<file path="src/rtl/lc3_reg_file_cc.sv">
// lc3_reg_file_cc
//   LC-3 architectural state: eight WIDTH-bit general-purpose registers,
//   the one-hot NZP condition codes and the registered branch-enable flag.
//
// Ports
//   Clk      in   system clock, all state updates on the rising edge
//   Reset    in   asynchronous active-low reset
//   IR       in   instruction register (register addresses, BEN condition bits)
//   Bus      in   shared datapath bus: writeback data and CC source
//   DRMUX    in   destination select: 0 = IR[11:9], 1 = R7
//   SR1MUX   in   SR1 select: 0 = IR[11:9], 1 = IR[8:6]
//   LD_REG   in   write Bus into the destination register
//   LD_CC    in   load NZP from Bus
//   LD_BEN   in   load BEN from IR[11:9] and the current NZP
//   SR1_OUT  out  SR1-selected register (ALU A)
//   SR2_OUT  out  register IR[2:0] (SR2 mux / ALU B)
//   N, Z, P  out  condition codes
//   BEN      out  branch enable
module lc3_reg_file_cc #(
    parameter int WIDTH = 16
) (
    input  logic             Clk,
    input  logic             Reset,
    input  logic [15:0]      IR,
    input  logic [WIDTH-1:0] Bus,
    input  logic             DRMUX,
    input  logic             SR1MUX,
    input  logic             LD_REG,
    input  logic             LD_CC,
    input  logic             LD_BEN,
    output logic [WIDTH-1:0] SR1_OUT,
    output logic [WIDTH-1:0] SR2_OUT,
    output logic             N,
    output logic             Z,
    output logic             P,
    output logic             BEN
);

    logic [WIDTH-1:0] regs_q [8];
    logic [WIDTH-1:0] regs_d [8];
    logic [2:0]       nzp_q;
    logic [2:0]       nzp_d;
    logic             ben_q;
    logic             ben_d;

    logic [2:0]       dr_addr;
    logic [2:0]       sr1_addr;
    logic [2:0]       sr2_addr;
    logic             bus_neg;
    logic             bus_zero;

    // Opcode and IR[5:3] are not used by this stage.
    logic             unused_ir;
    assign unused_ir = ^{IR[15:12], IR[5:3]};

    assign dr_addr  = DRMUX  ? 3'b111    : IR[11:9];
    assign sr1_addr = SR1MUX ? IR[8:6]   : IR[11:9];
    assign sr2_addr = IR[2:0];

    // No write bypass: reads always see the pre-edge register contents.
    assign SR1_OUT = regs_q[sr1_addr];
    assign SR2_OUT = regs_q[sr2_addr];

    assign bus_neg  = Bus[WIDTH-1];
    assign bus_zero = (Bus == '0);

    always_comb begin
        for (int i = 0; i < 8; i++) begin
            regs_d[i] = regs_q[i];
        end
        nzp_d = nzp_q;
        ben_d = ben_q;

        if (LD_REG) begin
            regs_d[dr_addr] = Bus;
        end

        if (LD_CC) begin
            nzp_d = {bus_neg, bus_zero, !bus_neg && !bus_zero};
        end

        // Uses nzp_q, so a CC load on the same edge does not affect BEN.
        if (LD_BEN) begin
            ben_d = |(IR[11:9] & nzp_q);
        end
    end

    always_ff @(posedge Clk or negedge Reset) begin
        if (!Reset) begin
            for (int i = 0; i < 8; i++) begin
                regs_q[i] <= '0;
            end
            nzp_q <= 3'b010;
            ben_q <= 1'b0;
        end else begin
            for (int i = 0; i < 8; i++) begin
                regs_q[i] <= regs_d[i];
            end
            nzp_q <= nzp_d;
            ben_q <= ben_d;
        end
    end

    assign N   = nzp_q[2];
    assign Z   = nzp_q[1];
    assign P   = nzp_q[0];
    assign BEN = ben_q;

endmodule

</file>
<file path="config.mk">
export PLATFORM = sky130hd
export DESIGN_NAME = lc3_reg_file_cc
export DESIGN_NICKNAME = d
export VERILOG_FILES = /design/src/rtl/lc3_reg_file_cc.sv
export SDC_FILE = /design/constraint.sdc
export NUM_CORES = 1
export LEC_CHECK = 0
export CAP_MARGIN = 10
export CORE_MARGIN = 5
export CORE_UTILIZATION = 52
export DETAILED_ROUTE_END_ITERATION = 16
export PLACE_DENSITY = 0.77
export SLEW_MARGIN = 20
export SYNTH_ARGS = -nofsm -noshare
export SYNTH_HDL_FRONTEND = slang
export SYNTH_SLANG_ARGS = --single-unit
</file>
<file path="constraint.sdc">
create_clock -name Clk -period 2 [get_ports Clk]
set_input_delay 0.4 -clock Clk [delete_from_list [all_inputs] [get_ports Clk]]
set_output_delay 0.4 -clock Clk [all_outputs]
set_load 0.01 [all_outputs]
</file>
**Word-level counts from Yosys, hierarchy flattened**

Cells that the tools add are included.
Widths: inputs -> output; s select.

- Bits in registers: 132
- Input bits: 39
- Output and inout bits: 36

- $lt $le $gt $ge: 4
- Muxes and demuxes: 11
- Bitwise logic cells: 4
- Reduce and logical (&&, ||, !) cells: 6

Operators with widths:

| operator | count |
|---|---|
| $bwmux 128 | 1 |
| $bmux 16 s3 | 2 |
| $mux 16 | 5 |
| $demux 16 s3 | 1 |
| $logic_not 16->1 | 1 |
| $ge 4x4->1 const B | 3 |
| $not 3->4 | 3 |
| $mux 3 | 2 |
| $lt 4x1->1 const B | 1 |
| $and 3x3->3 | 1 |
| $reduce_or 3->1 | 1 |
| $logic_and 1x1->1 | 2 |
| $logic_not 1->1 | 2 |

**Logic depth before layout (Yosys ltp)**

Gate-level depths: netlist of the first run.

- Depth after elaboration: 7
- Depth in mapped cells: 6
- Depth with buffers taken out: 4

**Least setup slack after synthesis of the first run**

Ideal clock, no wire load.

- Path kind: input port to output port
- Start: in SR1MUX
- End: out SR1_OUT[10]
- Arrival time: 1.737 ns
- Required time: 1.600 ns
- Path slack: -0.137 ns
- Cell stages on the path: 6
- Path buffers: 2
- Cells stage by stage: buf_6 -> mux2i_4 -> buf_6 -> mux4_2 -> nand2_1 -> nand2_1

- Cells in the longest elaborated chain, start to end: 5

RTL lines:

| what | RTL line | text |
|---|---|---|
| start: declaration | 27 | `input logic SR1MUX,` |
| $mux 3 | 57 | `assign sr1_addr = SR1MUX ? IR[8:6] : IR[11:9];` |
| $not 3->4 (implied by the code) | 61 | `assign SR1_OUT = regs_q[sr1_addr];` |
| $bmux 16 s3 | 61 |  |
| $mux 16 (implied by the code) (2 in series) | 61 |  |
| end: declaration | 31 | `output logic [WIDTH-1:0] SR1_OUT,` |

Every way passes these cells. The select of a mux whose other input is x is not followed.

**Worst setup path in the final report of the first run**

- Start: in SR1MUX
- End: out SR1_OUT[14]

The elaborated chain is that of the path after synthesis.

==> impl_metrics.tcl, run 1 <==
set metrics [dict create \
    status "finished with violations" \
    violations "setup timing" \
    synth_area_sq_um 7030 \
    initial_core_util_pct 53.1 \
    yosysUniqueCellTypes 36 \
    grt_max_degree 84 \
    wire_per_inst_um 25.7 \
    clkLatencyLatePin_ns 0.42 \
    design.die.area_sq_um 15900 \
    required_ns 1.60 \
    seqPwrFrac_pct 36.0 \
    slowest_delay_ns 0.54 \
    io_buffers 67 \
    power.density_nw_per_um2 1020 \
    crit_path_max_fanout 6 \
    synth_fp_nets 496 \
    cts_root_buf "clkbuf_16" \
    ys.flop_type "dfrtp_1" \
    place_inst 741 \
    ys_ff_latch 132 \
    synthCells 457 \
    worst_slew_pin_slew_ns 0.627 \
    slew_violations 0 \
    rsz0062_at_grt "true" \
    via_per_inst 6.26 \
    relSlewSlack_pct 57.8 \
    intPower_mw 7.50 \
    cts_buffers 17 \
    clock_skew_ns 0.00275 \
    crit_type "input port to output port" \
    gp_congestion 0.800 \
    io-pin-count 75 \
    synth-async-reset-ratio_pct 100 \
    row_count 42 \
    layout-drive-gt1-share_pct 64.5 \
    area_growth_pct 42.2 \
    drt_wl_total_um 21300 \
    grt_pass1_wl_um 31800 \
    hold_viol 0 \
    end_kind "output port" \
    grt.total_usage_pct 26.6 \
    pwr-share-comb_pct 30.6 \
    period_share_pct 114 \
    cts_tree "done" \
    cpMaxStageDelayCell "mux4_2" \
    ys_seq_area_share_pct 47.0 \
    vdd_drop_max_uv 664 \
    layout.nets 677 \
    path_cells "buf_8 -> mux2i_4 -> buf_6 -> buf_12 -> mux4_2 -> nand2_2 -> nand2_2 -> buf_6" \
    path_clk_slew_ns 0.06 \
    grt_pass1_vias 5515 \
    die_w_um 126 \
    clockBufferDepth 2 \
    ys_warn_count 0 \
    dpl-instance-area_sq_um 8540 \
    drtPass1Iterations 7 \
    start_kind "input port" \
    hpwl_um 11200 \
    p_sw_mw 2.75 \
    die_y_um 126 \
    vias 5177 \
    drc 0 \
    clock.fmax_mhz 439 \
    final_util_pct 75.5 \
    swShare_pct 26.8 \
    p_leak_nw 4.42 \
    antenna_found_initial 0 \
    p_clk_share_pct 33.4 \
    fin_ws_ns -0.278 \
    hp-class "flop to flop" \
    antenna_cells 0 \
    avgSynthCellArea_sq_um 15.4 \
    h-tree-depth 4 \
    final_cells 827 \
    drv_cap 0 \
    crit_arrival_ns 1.88 \
    min_period_ns 2.28 \
    drt-initial-drc-count 490 \
    stdcell_area_sq_um 10000 \
    final_common_cell "dfrtp_1" \
    final_cell_mix "dfrtp_1, mux2_2, buf_4, mux4_2, buf_6" \
    gr-total-overflow 0 \
    coreArea_sq_um 13200 \
    ant_nets 0 \
    setup_viol 32 \
    synth_edf_count 0 \
    numClockSinks 132 \
]
[kinds of logic (layout without fill, tap and decap cells)]
group                  after synthesis  in the layout  share of synthesized area (%)
AOI/OAI and AO/OA                   11             11                           1.07
buffers and inverters               31            225                           2.49
DFF                                132            132                           47.0
muxes                              214            214                           44.5
and+or+nand+nor                     69             69                           4.93
[cells in the mapped netlist, types with 2 or more instances]
master    instances  area share, %
dfrtp_1         131             47
mux2_2          114             18
mux4_2           63             20
nand2_1          49            2.6
mux2_1           34            5.4
buf_2            14            1.0
clkbuf_1          7           0.37
buf_6             4           0.64
nor4_1            4           0.36
buf_4             3           0.32
nor2_1            3           0.16
a21oi_1           2           0.14
buf_1             2           0.11
mux2i_1           2           0.28
nand2b_1          2           0.18
nor2_2            2           0.18
o21ai_0           2           0.14
[layer usage]
metal  global-route usage, %  vias up  part of all wire, %
met3                    6.14       54                  6.0
met4                    8.90        0                  3.2
met1                    32.9     2751                   39
met5                       0        -                    0
met2                    46.2      244                   52
li1                        -     2128                    -
[registers in the layout, indices dropped and copies added (netlist names)]
name / cells
regs_q: 128
nzp_q: 3
BEN: 1
[final timing paths]
| path | start | to | slack (ns) | cells after the start |
|---|---|---|---|---|
| min | regs_q[71] | regs_q[71] | 0.50 | 1 |
| min in group asynchronous | Reset | regs_q[56] | 0.52 | 3 |
| max | SR1MUX | SR1_OUT[14] | -0.28 | 8 |
| max reg2reg | nzp_q[0] | BEN | 0.99 | 2 |
| max in group asynchronous | Reset | nzp_q[1] | 1.03 | 3 |
| min reg2reg | regs_q[71] | regs_q[71] | 0.50 | 1 |
[area by class of cell]
cell class                      count  area, sq um
Clock buffer                       21          460
Clock inverter                     11          180
Fill cell                         744         3240
Inverter                            1         3.75
Multi-Input combinational cell    294         3730
Sequential cell                   132         3300
Tap cell                          176          220
Timing Repair Buffer              192         2100
[power groups by stage]
stage                     Clock (mW)  Sequential, mW  Combinational, mW
after global placement             0            3.66               2.47
final                           3.43            3.69               3.13
after global routing            3.55            3.74               3.32
after CTS                       3.43            3.64               2.98
after detailed placement           0            3.70               2.55
after floorplan                    0            3.57               1.55
[what timing repair did]
item | in CTS | in global routing
hold buffers | 1 | 0
hold endpoints to repair | 49 | 0
pin swaps | 21 | 13
gates resized for setup | 229 | 19
gates cloned | 6 | 2
buffers inserted | 34 | 11
endpoints found under the setup margin | 32 | 32
[critical path, delay by kind of cell]
family,cells,cell delay (ns)
simple gates,2,0.16
buf+inv,4,0.54
mux,2,0.78
[stage by stage]
stage | setup WS, ns | total power, mW | setup TNS [ns] | hold WS [ns]
5_1_grt | -0.312 | 10.6 | -6.62 | 0.533
3_5_place_dp | -1.12 | 6.25 | -38.86 | 0.428
2_1_floorplan | -0.110 | 5.12 | -1.58 | 0.104
3_3_place_gp | -1.09 | 6.13 | -36.31 | 0.426
6_report | -0.278 | 10.2 | -5.43 | 0.503
4_1_cts | -0.263 | 10.1 | -5.18 | 0.505
(Power assumes the default switching activity.)
==> inputs of run 2 (changes only) <==
--- a/config.mk
+++ b/config.mk
@@ -9,7 +9,9 @@
 export CORE_MARGIN = 5
 export CORE_UTILIZATION = 52
 export DETAILED_ROUTE_END_ITERATION = 16
+export HOLD_SLACK_MARGIN = 0.03
 export PLACE_DENSITY = 0.77
+export SKIP_CTS_REPAIR_TIMING = 1
 export SLEW_MARGIN = 20
 export SYNTH_ARGS = -nofsm -noshare
 export SYNTH_HDL_FRONTEND = slang
==> run 2 against run 1 <==
Effect of this change:
- the run still ends with setup timing left
- register-to-register slack hardly changed
- global-route usage is 3.0 points lower
- count of clock-buffer cells in the layout unchanged
- via count fell by 3.9%
- critical path type unchanged
- critical endpoint unchanged
==> impl_metrics.tcl, run 2 (same netlist as run 1, synthesis figures left out) <==
set metrics [dict create \
    total_power_mw 10.0 \
    row_count 42 \
    die_y_um 126 \
    initial_core_util_pct 53.1 \
    gp_congestion 0.800 \
    h-tree-depth 4 \
    ant_nets 0 \
    relSlewSlack_pct 59.5 \
    numClockSinks 132 \
    path_clk_slew_ns 0.05 \
    grt_pass1_wl_um 28700 \
    start_kind "input port" \
    crit_arrival_ns 1.86 \
    drt_wl_total_um 20700 \
    vias 4975 \
    drt-initial-drc-count 542 \
    regToRegSetupSlack_ns 1.00 \
    wire_per_inst_um 25.8 \
    layout.nets 651 \
    largest_register "regs_q" \
    antenna_found_initial 0 \
    end_kind "output port" \
    regArea_sq_um 3300 \
    cts_tree "done" \
    crit_path_max_fanout 6 \
    violations "setup timing" \
    largest_reg_flops 128 \
    required_ns 1.60 \
    die_w_um 126 \
    crit_type "input port to output port" \
    final_common_cell "dfrtp_1" \
    area_growth_pct 38.3 \
    n_fill_cell 803 \
    grt_max_degree 84 \
    worst_slew_pin_slew_ns 0.603 \
    drc 0 \
    grt_pass1_vias 5151 \
    vdd_drop_max_uv 634 \
    place_inst 741 \
    cts_root_buf "clkbuf_16" \
    period_share_pct 113 \
    design.die.area_sq_um 15900 \
    clock_skew_ns 0.00158 \
    grt.total_usage_pct 23.6 \
    drv_cap 0 \
    clkLatencyLatePin_ns 0.41 \
    cts_buffers 17 \
    status "finished with violations" \
    drtPass1Iterations 7 \
    via_per_inst 6.21 \
    layout-drive-gt1-share_pct 62.9 \
    coreArea_sq_um 13200 \
    p_leak_nw 4.29 \
    clock.fmax_mhz 443 \
    io-pin-count 75 \
    power.density_nw_per_um2 1030 \
    multi_input_comb_area_sq_um 3710 \
    final_cells 801 \
    min_period_ns 2.26 \
    hp-class "flop to flop" \
    antenna_cells 0 \
    fin_ws_ns -0.259 \
    hold_viol 0 \
    slew_violations 0 \
    rsz0062_at_grt "true" \
    final_cell_mix "dfrtp_1, mux2_2, buf_4, mux4_2, nand2_2" \
    final_util_pct 73.4 \
    gr-total-overflow 0 \
    fin_tns_setup_ns -4.98 \
    hpwl_um 11200 \
    setup_viol 33 \
    io_buffers 67 \
    clockBufferDepth 2 \
]
## run 2: cell types whose count changed in the layout (fill, tap and decap cells not counted), sizes merged
cell,previous run,this run
clkdlybuf4s15,2,0
dlymetal6s2s,0,5
dlygate4sd2,3,0
clkbuf,23,34
buf,159,122
## run 2: layout make-up
cell class | count | share of cell area, %
flip-flops and latches | 132 | 34.0
multi-input cells | 294 | 38.2
repair buffers | 166 | 18.9
clock buffers | 21 | 4.74
inverters | 1 | 0.0386
clock inverters | 11 | 1.85
well taps | 176 | 2.27
## run 2: routing by layer
layer | up-vias | GRT usage [%] | share of wire [%]
li1 | 2082 | - | -
met1 | 2581 | 30.9 | 38
met2 | 255 | 40.2 | 52
met3 | 57 | 4.95 | 6.8
met4 | 0 | 6.50 | 3.3
met5 | - | 0 | 0
## run 2: stage by stage
stage	hold WS (ns)	setup WS (ns)	cell area (sq um)
6_report	0.512	-0.259	9720
5_1_grt	0.533	-0.307	9720
4_1_cts	-0.0138	-1.13	9180
3_5_place_dp	0.428	-1.12	8540
3_3_place_gp	0.426	-1.09	8540
2_1_floorplan	0.104	-0.110	7090
## run 2: path summary, 6_finish.rpt
kind / start / cells after the start / end
worst max register to register: nzp_q[0] / 2 / BEN
worst min register to register: regs_q[75] / 1 / regs_q[75]
worst min-delay path: regs_q[75] / 1 / regs_q[75]
min in group asynchronous: Reset / 3 / regs_q[104]
worst max-delay path: SR1MUX / 8 / SR1_OUT[14]
max in group asynchronous: Reset / 3 / nzp_q[1]
## run 2: worst max-delay path, stage by stage
cell and delay [ns]:
buf_8 0.08, mux2i_4 0.23, buf_12 0.17, buf_12 0.14, mux4_2 0.54, nand2_2 0.10
nand2_2 0.06, buf_6 0.12
## run 2: power by group
group          internal [mW]  switching (mW)  leakage, nW  total, mW
clock                   2.26            1.14        0.320       3.40
sequential              3.26           0.445         1.61       3.71
combinational           1.82            1.08         2.37       2.90
total                   7.35            2.66         4.29       10.0
==> inputs of run 3 (changes only) <==
--- a/config.mk
+++ b/config.mk
@@ -9,6 +9,7 @@
 export CORE_MARGIN = 5
 export CORE_UTILIZATION = 52
 export DETAILED_ROUTE_END_ITERATION = 16
+export GPL_ROUTABILITY_DRIVEN = 0
 export HOLD_SLACK_MARGIN = 0.03
 export PLACE_DENSITY = 0.77
 export SKIP_CTS_REPAIR_TIMING = 1
==> results of run 3 <==
Same layout as run 2: the final DEF is identical, and so are final timing and power.
